File: config.mk
export PLATFORM = sky130hd
export DESIGN_NAME = txuart
export DESIGN_NICKNAME = d
export VERILOG_FILES = /design/src/rtl/txuart.sv
export SDC_FILE = /design/constraint.sdc
export NUM_CORES = 1
export LEC_CHECK = 0
export ABC_CLOCK_PERIOD_IN_PS = 2600
export CAP_MARGIN = 20
export CORE_ASPECT_RATIO = 0.9
export CORE_MARGIN = 1
export CORE_UTILIZATION = 55
export CTS_BUF_LIST = sky130_fd_sc_hd__clkbuf_8 sky130_fd_sc_hd__clkbuf_16
export DETAILED_ROUTE_END_ITERATION = 8
export PLACE_DENSITY = 0.86
export SLEW_MARGIN = 20
export SYNTH_ARGS = -nofsm -noshare
export SYNTH_HDL_FRONTEND = slang
export SYNTH_SLANG_ARGS = --single-unit
File: constraint.sdc
create_clock -name clk -period 2.6 [get_ports clk]
set_clock_uncertainty 0.05 [all_clocks]
set_input_delay 0.52 -clock clk [delete_from_list [all_inputs] [get_ports clk]]
set_output_delay 0.52 -clock clk [all_outputs]
set_load 0.02 [all_outputs]
File: src/rtl/txuart.sv
// rtl/txuart.sv - UART transmitter with a small write FIFO, 8N1 or 8E1, LSB first
module txuart #(
    parameter int   CLK_FREQ   = 25000000,
    parameter int   baudRate   = 115200,
    parameter logic if_parity  = 1'b0,
    parameter int   FIFO_DEPTH = 4
) (
    input  logic       clk,
    input  logic       rstn,
    input  logic       i_wr,
    input  logic [7:0] i_data,
    output logic       o_full,
    output logic       o_empty,
    output logic       o_busy,
    output logic       o_uart_tx
);
    localparam int CLKS_PER_BIT = CLK_FREQ / baudRate;
    localparam int PW = $clog2(FIFO_DEPTH);
    localparam int BW = (CLKS_PER_BIT > 1) ? $clog2(CLKS_PER_BIT) : 1;
    localparam logic [BW-1:0] BAUD_LAST = BW'(CLKS_PER_BIT - 1);
    localparam logic [PW:0]   COUNT_FULL = (PW + 1)'(FIFO_DEPTH);

    typedef enum logic [2:0] {IDLE, START, DATA, PARITY, STOP} state_t;

    state_t          r_state;
    state_t          w_state_next;
    logic [7:0]      r_mem [FIFO_DEPTH];
    logic [PW-1:0]   r_rd_ptr;
    logic [PW-1:0]   r_wr_ptr;
    logic [PW:0]     r_count;
    logic [BW-1:0]   r_baud;
    logic [2:0]      r_bit_idx;
    logic [7:0]      r_sh;
    logic            r_par;
    logic            r_tx;
    logic            w_pop;
    logic            w_push;
    logic            w_baud_done;
    logic            w_tx_next;

    assign w_baud_done = (r_baud == BAUD_LAST);
    assign o_full      = (r_count == COUNT_FULL);
    assign o_empty     = (r_count == '0);
    assign o_busy      = (r_state != IDLE) || !o_empty;
    assign o_uart_tx   = r_tx;
    // A pop in the same cycle frees a slot, so a write to a full FIFO still lands.
    assign w_push      = i_wr && (!o_full || w_pop);

    // Next-state, pop request and next line level for the frame sequencer.
    always_comb begin
        w_state_next = r_state;
        w_pop        = 1'b0;
        w_tx_next    = 1'b1;
        case (r_state)
            IDLE: begin
                if (!o_empty) begin
                    w_pop        = 1'b1;
                    w_state_next = START;
                end
            end
            START: begin
                w_tx_next = 1'b0;
                if (w_baud_done) w_state_next = DATA;
            end
            DATA: begin
                w_tx_next = r_sh[0];
                if (w_baud_done && (r_bit_idx == 3'd7))
                    w_state_next = if_parity ? PARITY : STOP;
            end
            PARITY: begin
                w_tx_next = r_par;
                if (w_baud_done) w_state_next = STOP;
            end
            STOP: begin
                if (w_baud_done) begin
                    // Chain straight into the next start bit when more data is queued.
                    if (!o_empty) begin
                        w_pop        = 1'b1;
                        w_state_next = START;
                    end else begin
                        w_state_next = IDLE;
                    end
                end
            end
            default: w_state_next = IDLE;
        endcase
    end

    // State register and registered serial line.
    always_ff @(posedge clk or negedge rstn) begin
        if (!rstn) begin
            r_state <= IDLE;
            r_tx    <= 1'b1;
        end else begin
            r_state <= w_state_next;
            r_tx    <= w_tx_next;
        end
    end

    // Baud counter, bit index, shift register and parity of the frame in flight.
    always_ff @(posedge clk or negedge rstn) begin
        if (!rstn) begin
            r_baud    <= '0;
            r_bit_idx <= '0;
            r_sh      <= '0;
            r_par     <= 1'b0;
        end else if (w_pop) begin
            r_sh      <= r_mem[r_rd_ptr];
            r_par     <= ^r_mem[r_rd_ptr];
            r_baud    <= '0;
            r_bit_idx <= '0;
        end else if (r_state != IDLE) begin
            if (w_baud_done) begin
                r_baud <= '0;
                if (r_state == DATA) begin
                    r_sh      <= r_sh >> 1;
                    r_bit_idx <= r_bit_idx + 3'd1;
                end
            end else begin
                r_baud <= r_baud + 1'b1;
            end
        end
    end

    // FIFO pointers and occupancy; pointers wrap naturally at the power-of-two depth.
    always_ff @(posedge clk or negedge rstn) begin
        if (!rstn) begin
            r_rd_ptr <= '0;
            r_wr_ptr <= '0;
            r_count  <= '0;
        end else begin
            if (w_push) r_wr_ptr <= r_wr_ptr + 1'b1;
            if (w_pop)  r_rd_ptr <= r_rd_ptr + 1'b1;
            case ({w_push, w_pop})
                2'b10:   r_count <= r_count + 1'b1;
                2'b01:   r_count <= r_count - 1'b1;
                default: r_count <= r_count;
            endcase
        end
    end

    // FIFO storage; a write into the slot being popped is safe since the pop reads the old value.
    always_ff @(posedge clk) begin
        if (w_push) r_mem[r_wr_ptr] <= i_data;
    end
endmodule

# After elaboration in Yosys (flattened, before gate mapping)
# Memories as Yosys holds them, arrays and structs flattened.
# Index checks and enable logic that the tools add are counted.
classes:
  n_eq_ne: 14
  bitwise: 0
  div_mod_pow: 0
  muxes: 25
  reduce_logical: 16
  n_mul: 0
  addsub: 6
  magnitude_cmp: 0
  shifts: 0
ops:
  columns: ["cell", "n"]
  rows:
  - ["2-to-1 mux 8 bit", 7]
  - ["2-to-1 mux 3 bit", 9]
  - ["one-hot mux 3 bit (5 select lines)", 1]
  - ["inequality test 2 bit, second input constant", 5]
  - ["== test 3 bit, second input constant", 3]
  - ["adder 8 x 1 -> 8 bit, second input constant", 1]
  - ["== test 8 bit, second input constant", 1]
  - ["nonzero test 2 bit", 4]
  - ["XOR reduction 8 bit", 1]
  - ["adder 3 x 1 -> 3 bit, second input constant", 2]
  - ["== test 3 x 2 -> 1 bit, second input constant", 2]
  - ["zero test 3 bit", 2]
  - ["one-hot mux 3 bit (2 select lines)", 1]
  - ["2-to-1 mux 1 bit", 5]
  - ["AND reduction 5 bit", 1]
  - ["adder 2 x 1 -> 2 bit, second input constant", 2]
  - ["== test 3 x 1 -> 1 bit, second input constant", 1]
  - ["one-hot mux 1 bit (3 select lines)", 1]
  - ["AND reduction 3 bit", 1]
  - ["nonzero test 3 bit", 1]
  - ["subtractor 3 x 1 -> 3 bit, second input constant", 1]
  - ["== test 2 x 1 -> 1 bit, second input constant", 1]
  - ["== test 2 bit, second input constant", 1]
  - ["logical AND 1 bit", 2]
  - ["other kinds (3)", 5]
totals:
  mem_count: 1
  ff_bits: 31
  latchBits: 0
  rom_bits: 0
  ramBits: 32
  out_inout_bits: 4
  word_cells: 71
  input_bits: 11
mem_list:
  columns: ["memory", "words", "width", "read_ports", "rd_clocked_by_memory_dff", "wr", "line", "rtl"]
  rows:
  - ["r_mem", 4, 8, 1, 0, 1, "27", "logic [7:0] r_mem [FIFO_DEPTH];"]

# Longest topological paths before layout
# Gate-level depths: netlist of run 1.
logic_depth:
  ltp_word: 8
  ltp_mapped: 9
  mapped_depth_nobuf: 9

# Least setup slack after synthesis of run 1
# No wires, ideal clock.
synth_timing:
  path_type: "flip-flop to flip-flop"
  from: "register r_count[1]"
  to: "register r_count[1]"
  slack_ps: 261
  stages_incl_launch_ff: 8
  t_arrival_ps: 2207
  path_buffers: 0
  synth_period_minus_slack_ps: 2339
  setup_ps: 82
  t_required_ps: 2468
  cell_sequence: "dfrtp_1 > nor3_1 > nand2b_1 > or3_1 > fa_1 > nor3_1 > a21oi_1 > o22ai_1"
synth_via:
  elab_chain_len: 8
  elab_cells_between_ends: 14
  classes_between: "add/sub (2); eq/ne (3); mux (4); reduce/logical (5)"
synth_lines:
  columns: ["element", "line", "rtl"]
  rows:
  - ["start: declaration", "30", "logic [PW:0] r_count;"]
  - ["start signal: assignment", "135", "2'b10: r_count <= r_count + 1'b1;"]
  - ["start signal: assignment", "136", "2'b01: r_count <= r_count - 1'b1;"]
  - ["start signal: assignment", "137", "default: r_count <= r_count;"]
  - ["zero test 3 bit *", "43", "assign o_empty = (r_count == '0);"]
  - ["net o_empty", "13", "output logic o_empty,"]
  - ["2-to-1 mux 1 bit *", "56, 77", null]
  - ["2-to-1 mux 1 bit", "75", "if (w_baud_done) begin"]
  - ["one-hot mux 1 bit (2 select lines) *", "54", "case (r_state)"]
  - ["logical OR 1 bit", "47", "assign w_push = i_wr && (!o_full || w_pop);"]
  - ["logical AND 1 bit", "47", null]
  - ["== test 2 x 1 -> 1 bit or == test 2 bit (tied branches)", "134", "case ({w_push, w_pop})"]
  - ["one-hot mux 3 bit (2 select lines) or nonzero test 2 bit (tied branches)", null, null]
# Mark *: on every way through the listed nets, which the timed path passes. The rest lies on a longest branch.
# A chain may end at the register's enable or synchronous reset.

# Worst setup path after layout of run 1
layout_timing:
  from: "register r_baud[0]"
  to: "register r_count[1]"
layout_via:
  elab_chain_len: 7
  elab_cells_between_ends: 9
  classes_between: "eq/ne (3); mux (3); reduce/logical (3)"
layout_lines:
  columns: ["element", "line", "rtl"]
  rows:
  - ["start: declaration", "31", "logic [BW-1:0] r_baud;"]
  - ["start signal: assignment", "120", "r_baud <= r_baud + 1'b1;"]
  - ["== test 8 bit *", "41", "assign w_baud_done = (r_baud == BAUD_LAST);"]
  - ["2-to-1 mux 1 bit *", "75", null]
  - ["one-hot mux 1 bit (2 select lines) *", "54", null]
  - ["logical OR 1 bit", "47", null]
  - ["logical AND 1 bit", "47", null]
  - ["== test 2 x 1 -> 1 bit or == test 2 bit (tied branches)", "134", null]
  - ["one-hot mux 3 bit (2 select lines) or nonzero test 2 bit (tied branches)", null, null]
# Every way passes the cells marked *; elsewhere a longest branch is shown, timed or not.

==> results.cfg, run 1 <==
[status]
status = finished, final reports clean

[power]
power.total_mw = 3.77
powerDensity_mw_per_mm2 = 1120
p_leak_nw = 1.29
clock_power_share = 0.254
switching_power_mw = 1.25
swShare = 0.330
p_seq_frac = 0.429
power.internal_mw = 2.53
p_comb_frac = 0.317
ir_drop_uv = 796

[drt]
viasPerCell = 5.45
antenna_left = 0
wl_um = 4910
wl_per_cell_um = 15.5
drcViolationCount = 0
vias = 1723
drt_iter0_markers = 128
drt_pass1_iterations = 4

[cells_and_area]
mostFrequentLayoutCell = edfxtp_1
antennaDiodeCount = 0
fin_area_mm2 = 0.00337
finalNetCount = 266
areaGrowthSynthToFinish_pct = 15.1
final_cell_mix = edfxtp_1, dfrtp_1, nand2_1
drive_gt1_frac = 0.199
final_util = 0.676

[placement]
gp_congestion = 0.837
postPlaceCellArea_mm2 = 0.00313
io_buffers = 14
hpwl_um = 3380

[clock_tree]
root_buffer = clkbuf_8
clk_pin_slew_ps = 80
numClockSinks = 63
clk_latency_ps = 340
cts-htree-levels = 3
cts_made_buffers = 9
cts_buffer_depth = 2
cts_tree = done
cts_hold_buffers = 0
post_cts_buffers = 0
ctsResizeCount = 0

[timing]
max_freq_mhz = 407
relSlewSlack = 0.551
min_period_over_period = 0.946
tightest_slew_ps = 671
setup_violations = 0
finalMaxSlewViolations = 0
period_needed_ps = 2460
hold_violations = 0

[worst_setup_path]
path_max_fanout = 6
cp-start-kind = flop
cp_slowest_cell = fa_1
cp.required_ps = 2810
cp-end-kind = flop
setup.worst_path.class = reg -> reg
cp_data_arrival_time_ps = 2670
critPathMaxStageDelay_ps = 470
crit_chain = inv_1, ha_1, and4_1, a21oi_2, or3_4, fa_1, nor3_1, a21oi_1, o22ai_1

[yosys]
avgSynthCellArea_um2 = 13.0
netlist_area_mm2 = 0.00293
syn-num-nets = 246
yosys_warnings = 0
synthDistinctLibCells = 43
synthCells = 226
seq_area_frac_synth = 0.594
synth_seq_cells = 63

[grt]
grt_pass1_wl_um = 8650
grt_max_degree = 32
antenna_found_initial = 0
grt_pass1_vias = 1797
grt-ovfl-total = 0
track_usage = 0.212

[die]
initial_utilization = 0.587
dieArea_mm2 = 0.00562
die_height_um = 71.2
num_io_pins = 15
die_x_um = 78.9
core_area_mm2 = 0.00498
rows = 24

[run]
drv_cap = 0

[worst_hold_path]
min_path_type = reg -> reg
## cells by family (layout without fill, tap and decap cells)
| group | count (synthesis) | after routing | share of synthesized area |
|---|---|---|---|
| AO/OA/AOI/OAI | 29 | 29 | 0.0786 |
| XOR/XNOR | 18 | 18 | 0.0538 |
| adder cells (fa/ha/maj) | 9 | 9 | 0.0410 |
| buffers and inverters | 22 | 47 | 0.0333 |
| flip-flops | 63 | 63 | 0.594 |
| multiplexers | 10 | 10 | 0.0692 |
| AND/OR/NAND/NOR | 75 | 75 | 0.130 |
## per-layer routing
layer	routed length, um	track usage	share of wire
met5	0	0	0
met2	2370	0.320	0.48
met3	233	0.0828	0.047
met1	2230	0.282	0.45
met4	74	0.0768	0.015
## worst max-delay path: cells and delay by family (launching register included)
kind                       cells  cell delay (ps)
adders and majority gates      2              630
buffers and inverters          1               90
AOI/OAI and AO/OA              3              300
and+or+nand+nor                3              870
DFF                            1              440
## final timing paths
check / slack, ps / to / cells after the start / startpoint
max reg2reg: 140 / r_count[1]$_DFFE_PN0P_ / 9 / r_baud[0]$_DFFE_PN0P_
min in group asynchronous: 520 / r_baud[1]$_DFFE_PN0P_ / 2 / rstn
max: 140 / r_count[1]$_DFFE_PN0P_ / 9 / r_baud[0]$_DFFE_PN0P_
max in group asynchronous: 1650 / o_uart_tx$_DFF_PN1_ / 2 / rstn
min reg2reg: 450 / r_par$_DFFE_PN0P_ / 2 / r_par$_DFFE_PN0P_
min: 450 / r_par$_DFFE_PN0P_ / 2 / r_par$_DFFE_PN0P_
## cells in the mapped netlist
master,number,share of area
edfxtp_1,32,0.33
dfrtp_1,30,0.26
nand2_1,26,0.033
inv_1,13,0.017
xnor2_1,13,0.039
nor2_1,12,0.015
ha_1,8,0.034
mux4_2,8,0.062
nand3_1,7,0.012
a21oi_1,6,0.010
a31oi_2,6,0.026
nor2_2,6,0.013
o21ai_0,6,0.010
and2_1,5,0.011
xor2_1,5,0.015
clkbuf_1,4,0.0051
buf_2,3,0.0051
nand4_1,3,0.0064
nor3_1,3,0.0051
or3_1,3,0.0064
and4_1,2,0.0060
nand2b_1,2,0.0043
o211ai_1,2,0.0051
o21ai_1,2,0.0034
a21boi_2,1,0.0038
a22o_1,1,0.0030
a22oi_1,1,0.0026
a31o_2,1,0.0030
a31oi_1,1,0.0021
a31oi_4,1,0.0073
buf_4,1,0.0026
buf_6,1,0.0038
dfstp_2,1,0.0090
fa_1,1,0.0068
mux2_1,1,0.0038
mux2_2,1,0.0038
nor3b_2,1,0.0043
nor4_1,1,0.0021
o22ai_1,1,0.0021
or2_1,1,0.0021
or3b_1,1,0.0030
or4_1,1,0.0026
or4_4,1,0.0038
## registers in the layout, indices dropped and copies added (netlist names)
signal and count:
r_mem 32, r_baud 8, r_sh 8, r_bit_idx 3, r_count 3, r_state 3, r_rd_ptr 2, r_wr_ptr 2
o_uart_tx 1, r_par 1
## final cells by class
| type | instances | area (um^2) |
|---|---|---|
| Clock buffer | 9 | 124 |
| Clock inverter | 7 | 104 |
| Fill cell | 363 | 1610 |
| Inverter | 13 | 48.8 |
| Multi-Input combinational cell | 141 | 1100 |
| Sequential cell | 63 | 1740 |
| Tap cell | 65 | 81.3 |
| Timing Repair Buffer | 18 | 173 |
## per-stage QoR
step | setup WS, ps | setup TNS, ps | std cells | hold slack (ps)
after global placement | 205 | 0 | 300 | 425
after detailed placement | 111 | 0 | 300 | 432
after CTS | 44.5 | 0 | 316 | 448
final | 140 | 0 | 316 | 450
after floorplan | 261 | 0 | 226 | 174
after global routing | -1.15 | -1.15 | 316 | 472
## power groups by stage
stage               clock network, mW  registers [mW]  logic [mW]
global placement                    0            1.61        1.14
global route                     1.02            1.66        1.35
CTS                             0.975            1.62        1.21
detailed placement                  0            1.63        1.19
floorplan                           0            1.51        1.03
finish                          0.958            1.62        1.20
No activity file was read; power rests on OpenSTA's default activity.
==> run 2: changes to the inputs <==
--- a/config.mk
+++ b/config.mk
@@ -5,13 +5,13 @@
 export SDC_FILE = /design/constraint.sdc
 export NUM_CORES = 1
 export LEC_CHECK = 0
-export ABC_CLOCK_PERIOD_IN_PS = 2600
 export CAP_MARGIN = 20
 export CORE_ASPECT_RATIO = 0.9
 export CORE_MARGIN = 1
 export CORE_UTILIZATION = 55
 export CTS_BUF_LIST = sky130_fd_sc_hd__clkbuf_8 sky130_fd_sc_hd__clkbuf_16
 export DETAILED_ROUTE_END_ITERATION = 8
+export HOLD_SLACK_MARGIN = 0.15
 export PLACE_DENSITY = 0.86
 export SLEW_MARGIN = 20
 export SYNTH_ARGS = -nofsm -noshare
==> results of run 2 <==
No change in the layout: final DEF, timing and power equal those of run 1.
==> run 3: changes to the inputs <==
--- a/config.mk
+++ b/config.mk
@@ -5,14 +5,16 @@
 export SDC_FILE = /design/constraint.sdc
 export NUM_CORES = 1
 export LEC_CHECK = 0
-export CAP_MARGIN = 20
+export CAP_MARGIN = 0
 export CORE_ASPECT_RATIO = 0.9
 export CORE_MARGIN = 1
 export CORE_UTILIZATION = 55
 export CTS_BUF_LIST = sky130_fd_sc_hd__clkbuf_8 sky130_fd_sc_hd__clkbuf_16
 export DETAILED_ROUTE_END_ITERATION = 8
+export GPL_ROUTABILITY_DRIVEN = 0
 export HOLD_SLACK_MARGIN = 0.15
 export PLACE_DENSITY = 0.86
+export SKIP_LAST_GASP = 1
 export SLEW_MARGIN = 20
 export SYNTH_ARGS = -nofsm -noshare
 export SYNTH_HDL_FRONTEND = slang
==> results.cfg, run 3 (same netlist as run 1, synthesis figures left out) <==
[cells_and_area]
areaGrowthSynthToFinish_pct = 14.9
antennaDiodeCount = 0
drive_gt1_frac = 0.191
regMostFlops = r_mem
mostFrequentLayoutCell = edfxtp_1
finalNetCount = 266
reg_top3 = r_mem x32, r_baud x8, r_sh x8
fin_area_mm2 = 0.00336
final_cell_mix = edfxtp_1, dfrtp_1, nand2_1
largest_reg_flops = 32
stdcell_count = 316
final_util = 0.675

[clock_tree]
numClockSinks = 63
cts-htree-levels = 3
cts_made_buffers = 9
clk_pin_slew_ps = 80
clk_latency_ps = 340
root_buffer = clkbuf_8
cts_buffer_depth = 2
cts_tree = done

[power]
power.internal_mw = 2.52
p_seq_frac = 0.429
switching_power_mw = 1.24
powerDensity_mw_per_mm2 = 1120
p_comb_frac = 0.317
swShare = 0.329
p_leak_nw = 1.29
power.total_mw = 3.76
clock_power_share = 0.254
ir_drop_uv = 794

[worst_setup_path]
setup.worst_path.class = reg -> reg
crit_start = r_baud[0]$_DFFE_PN0P_
cp-start-kind = flop
cp-end-kind = flop
worstReg2RegStart = r_baud[0]$_DFFE_PN0P_
path_max_fanout = 6
cp.required_ps = 2820
cp_data_arrival_time_ps = 2700

[die]
dieArea_mm2 = 0.00562
rows = 24
die_height_um = 71.2
num_io_pins = 15
die_x_um = 78.9
core_area_mm2 = 0.00498
initial_utilization = 0.587

[worst_hold_path]
holdCritStartpoint = r_par$_DFFE_PN0P_
min_path_type = reg -> reg

[grt]
antenna_found_initial = 0
grt-ovfl-total = 0
track_usage = 0.212
grt_max_degree = 32
grt_pass1_wl_um = 8650
grt_pass1_vias = 1797

[drt]
wl_um = 4920
antenna_left = 0
vias = 1737
drt_pass1_iterations = 7
viasPerCell = 5.50
wl_per_cell_um = 15.6
drcViolationCount = 0
drt_iter0_markers = 133

[timing]
hold_violations = 0
setup_violations = 0
finalSetupTns_ps = 0
period_needed_ps = 2480
max_freq_mhz = 403
tightest_slew_ps = 663
rsz0062_at_grt = yes
holdWs_ps = 448
finalMaxSlewViolations = 0
layout_setup_ws_ps = 119
relSlewSlack = 0.556
min_period_over_period = 0.954

[placement]
pre_cts_slack_ps = 111
hpwl_um = 3380
place_inst = 300
io_buffers = 14
postPlaceCellArea_mm2 = 0.00313

[status]
status = finished, final reports clean

[run]
drv_cap = 0
==> run 3: cell counts in the layout (fill, tap and decap cells not counted) <==
No cell type changed its count.
==> run 3: layout make-up <==
class	count	area (um^2)
Sequential cell	63	1740
Fill cell	365	1620
Multi-Input combinational cell	141	1100
Timing Repair Buffer	18	173
Clock buffer	9	124
Clock inverter	7	104
Tap cell	65	81.3
Inverter	13	48.8
==> run 3: metal layers <==
| metal | wire, um | track usage |
|---|---|---|
| met5 | 0 | 0 |
| met4 | 76 | 0.0768 |
| met3 | 206 | 0.0828 |
| met2 | 2340 | 0.320 |
| met1 | 2300 | 0.282 |
==> run 3: final timing paths <==
check / slack [ps] / depth (start not counted) / endpoint
setup / recovery: 120 / 9 / r_count[1]$_DFFE_PN0P_
setup reg to reg: 120 / 9 / r_count[1]$_DFFE_PN0P_
hold reg to reg: 450 / 2 / r_par$_DFFE_PN0P_
hold / removal: 450 / 2 / r_par$_DFFE_PN0P_
max in group asynchronous: 1650 / 2 / o_uart_tx$_DFF_PN1_
min in group asynchronous: 520 / 2 / r_baud[0]$_DFFE_PN0P_
==> run 3: repair_timing <==
action	CTS	global route
setup endpoints to repair	0	35
hold endpoints to repair	0	0
resized for setup	0	2
buffers inserted	0	0
hold buffers	0	0
==> run 3: power by group through the flow <==
stage / Clock (mW) / Sequential (mW) / Combinational, mW
after detailed placement: 0 / 1.63 / 1.19
after global placement: 0 / 1.61 / 1.14
final: 0.957 / 1.61 / 1.19
after CTS: 0.975 / 1.62 / 1.21
after global routing: 1.02 / 1.66 / 1.35
after floorplan: 0 / 1.51 / 1.03
==> run 3: worst max-delay path, cell delays in order (launching register included) <==
cell	delay (ps)
dfrtp_1	430
inv_1	110
ha_1	160
and4_1	260
a21oi_2	120
or3_1	420
fa_1	480
nor3_1	200
a21oi_1	60
o22ai_1	120
==> RTL change 1, RTL diff (config.mk and constraints of run 3) <==
Change the parameter `baudRate` from 115200 to 57600.
--- a/src/rtl/txuart.sv
+++ b/src/rtl/txuart.sv
@@ -2,5 +2,5 @@
 module txuart #(
     parameter int   CLK_FREQ   = 25000000,
-    parameter int   baudRate   = 115200,
+    parameter int   baudRate   = 57600,
     parameter logic if_parity  = 1'b0,
     parameter int   FIFO_DEPTH = 4
Formal check against the unedited RTL: same outputs for any inputs over 10 cycles, from zero or initial values and one cycle with rstn low; that may be too few to reach the edited logic, so the function may still have changed.
==> RTL change 1 against run 3 <==
Final area rose by 0.56%; sequential power fell by 5%; clock power fell by 0.9%; non-clock buffer count rose by 1; sequential cell count rose by 1; wire length fell by 3.0%; sequential share of layout area rose by 0.45 points; worst setup slack improved by 44 ps; synthesized cell count fell by 1.8%; total power fell by 2.6%; synthesized area rose by 0.90%; via count fell by 0.86%; critical path type is now flop to output pin; critical endpoint is now o_busy.
==> RTL change 1: results (changes against run 3) <==
status: "finished, final reports clean"
routed-via-count: 1722  # -0.86%
instances_no_fill: 314  # -0.63%
tightestPinTransition_ps: 423  # -240 ps
diodes: 0  # unchanged
place_hpwl_mm: 3.30  # -2.4%
crit_family: "simple AND/OR/NAND/NOR gates"
startpoint: "r_state[1]"
dr.pass1.iters: 4  # -3
grt_pass1_wl_mm: 8.27  # -4.4%
cts_max_path_buffers: 2  # unchanged
synthTopCellsByCount: "32 x edfxtp_1, 31 x dfrtp_1, 28 x nand2_1, 21 x nor2_1, 15 x xnor2_1"
setup.worst_path.end: "o_busy"
dp_slack_ps: 180  # +68.9 ps
reg.largest.list: "r_mem x32, r_baud x9, r_sh x8"
portBuffers: 14  # unchanged
slowest_stage: "dfrtp_1"
max_freq_mhz: 410  # +1.8%
yosysSeqAreaShare: 0.597  # +0.00319
min_to: "r_par"
synth_nets: 242  # -1.6%
peakVddDrop_mv: 0.684  # -14%
r2r-end: "r_count[1]"
async_flop_share: 0.500  # +0.00794
groute.usage.overall: 0.201  # -0.0103
cp_num_cells: 4  # -5
clock_latency_ps: 340  # about the same
cts_htree_levels: 3  # unchanged
leakage_nw: 1.33  # +2.9%
worstPathArrival_ps: 1870  # -830 ps
ys_types: 50  # +16%
dr.first_iter.drc_count: 66  # -50%
fin_nets: 264  # -0.75%
synth_top_area_frac: 0.325  # -0.00292
ff2ff_setup_slack_ps: 220  # +100 ps
grt_pass1_vias: 1763  # -1.9%
synth-adder-area-share: 0.0407  # -0.000365
synth_edf_count: 32  # unchanged
worstRegToRegCells: 8  # -1
cts-resized-gates: 2  # +2
antenna_found_initial: 0  # unchanged
grt_max_degree: 33  # +3.1%
syn_area_per_cell_um2: 13.3  # +2.7%
power.switching_w: 0.00116  # -6.2%
path_max_fanout: 10  # +4
clockRootBuffer: "clkbuf_8"
dp_cells: 298  # -0.67%
clkSlewWorstSetupHoldPaths_ps: 70
numCtsBuffers: 9  # unchanged
drive_gt1_frac: 0.189  # -0.00248
place_area_um2: 3150  # +0.72%
synth_compound_area_frac: 0.0775  # -0.00112
synthTopCellsByArea: "edfxtp_1 33%, dfrtp_1 26%, mux4_2 6.1%"
synthMuxAreaShare: 0.0737  # +0.00447
synth_xor_area_frac: 0.0563  # +0.00249
whs_ps: 449  # +0.406 ps
wl_mm: 4.77  # -3.0%
-- RTL change 1: cell count changes after synthesis, moves of 4 or more --
cell     change
nor2_1       +9
a31oi_1      +6
a31oi_2      -6
inv_1        -6
nand3_1      -4
nor2_2       -4
-- RTL change 1: cell type report --
class | count | area, µm²
Sequential cell | 64 | 1760
Timing Repair Buffer | 19 | 176
Inverter | 8 | 30.0
Clock inverter | 7 | 103
Fill cell | 351 | 1630
Tap cell | 65 | 81.3
Multi-Input combinational cell | 142 | 1110
Clock buffer | 9 | 124
-- RTL change 1: metal layers --
metal  up-vias  global-route usage  share of wire
li1        837                   -              -
met5         -                   0              0
met1       841               0.254           0.44
met3         5              0.0815          0.049
met4         0              0.0545         0.0073
met2        39               0.326           0.50
-- RTL change 1: power by group through the flow --
stage	sequential [W]	combinational [W]	clock (W)
final	0.00153	0.00118	0.000948
after global placement	0.00153	0.00115	0
after floorplan	0.00148	0.000994	0
after detailed placement	0.00155	0.00119	0
after CTS	0.00153	0.00120	0.000971
after global routing	0.00156	0.00131	0.00102
==> RTL change 2, RTL diff (flow settings as in run 3) <==
Without the edit above. The 5 states of `state_t` get a one-hot encoding in 5 bits.
--- a/src/rtl/txuart.sv
+++ b/src/rtl/txuart.sv
@@ -21,5 +21,5 @@
     localparam logic [PW:0]   COUNT_FULL = (PW + 1)'(FIFO_DEPTH);
 
-    typedef enum logic [2:0] {IDLE, START, DATA, PARITY, STOP} state_t;
+    typedef enum logic [4:0] {IDLE = 5'b00001, START = 5'b00010, DATA = 5'b00100, PARITY = 5'b01000, STOP = 5'b10000} state_t;
 
     state_t          r_state;
Behaviour: same outputs for any inputs over 10 cycles, from zero or initial values and one cycle with rstn low; not proved beyond that.
==> RTL change 2 against run 3 <==
Sequential cell count unchanged; wire length grew 8.6%; sequential share of layout area down 2.1 points; combinational power increased by 28%; global-route usage is essentially flat; worst setup slack got worse by 91 ps; synthesized area decreased by 0.26%; total power is 8.3% higher; final area up 4.4%; via count increased by 0.46%; first-iteration DRC count fell by 36%.
==> RTL change 2: results (changes against run 3) <==
power_per_cell_area_nw_per_um2: 1160  # +3.8%
grt_pass1_vias: 1761  # -2.0%
grt_use_met2: 0.342  # +0.0222
place_area_um2: 3200  # +2.1%
grt_pass1_wl_mm: 8.60  # -0.47%
status: "finished, final reports clean"
drive_gt1_frac: 0.263  # +0.0721
dp_cells: 287  # -4.3%
met1_usage: 0.260  # -0.0218
netlist_instances: 202  # -11%
leakage_nw: 1.43  # +11%
worstPathArrival_ps: 2740  # +40 ps
ys_types: 46  # +7.0%
dr.pass1.iters: 5  # -2
intPower_w: 0.00275  # +9.0%
synthTopCellsByCount: "32 x edfxtp_1, 29 x dfrtp_1, 11 x mux2_1, 11 x nor2_1, 10 x inv_1"
dp_slack_ps: 63.8  # -47.3 ps
synthMuxAreaShare: 0.130  # +0.0610
path_max_fanout: 4  # -2
synth_xor_area_frac: 0.0360  # -0.0179
vias_per_cell: 5.67  # +3.1%
dr.first_iter.drc_count: 85  # -36%
hp-start: "r_bit_idx[2]"
grt_use_met3: 0.0813  # -0.00151
wl_per_cell_um: 17.3  # +11%
## RTL change 2: changes by cell type in the layout (fill, tap and decap cells not counted), moves of 3 or more
cell	delta
mux2_2	+5
and3_1	+4
a31oi_2	-6
buf_4	+12
inv_1	-4
nand2_1	-19
nand3_1	-4
xnor2_1	-6
mux2_1	+9
a21o_1	+3
nor2_2	-5
## RTL change 2: path summary, 6_finish.rpt
check / to / slack, ps
worst max-delay path: r_count[1] / 30
worst min-delay path: r_bit_idx[2] / 450
worst max register to register: r_count[1] / 30
worst min register to register: r_bit_idx[2] / 450
max in group asynchronous: r_state[0] / 1670
min in group asynchronous: r_sh[3] / 510
## RTL change 2: worst max-delay path: stages (launching register included)
cell	delay, ps
dfrtp_1	420
inv_2	90
ha_4	130
nand3_4	80
or4_4	530
o21ai_4	170
nand2b_1	100
fa_2	560
nand2_1	80
o21ai_2	150
o22ai_2	90
## RTL change 2: what timing repair did
action,in CTS,in global routing
pin swaps,0,5
hold buffers,0,0
endpoints found under the setup margin,1,3
cloned,0,0
buffers inserted,2,3
gates resized for setup,0,12
## RTL change 2: area by class of cell
class / instances / area share
flip-flops and latches: 63 / 0.495
multi-input cells: 124 / 0.328
repair buffers: 30 / 0.0748
clock buffers: 9 / 0.0353
clock inverters: 7 / 0.0324
well taps: 65 / 0.0232
inverters: 10 / 0.0107
## RTL change 2: through the flow
stage / hold WS (ps) / utilization
floorplan: 174 / -
global placement: 416 / 0.641
detailed placement: 435 / 0.641
CTS: 450 / 0.692
global route: 464 / 0.704
finish: 451 / 0.704
## RTL change 2: routing by layer
layer  vias to the layer above  part of all wire
met2                        39              0.50
li1                        814                 -
met1                       884              0.45
met4                         0             0.014
met5                         -                 0
met3                         8             0.037
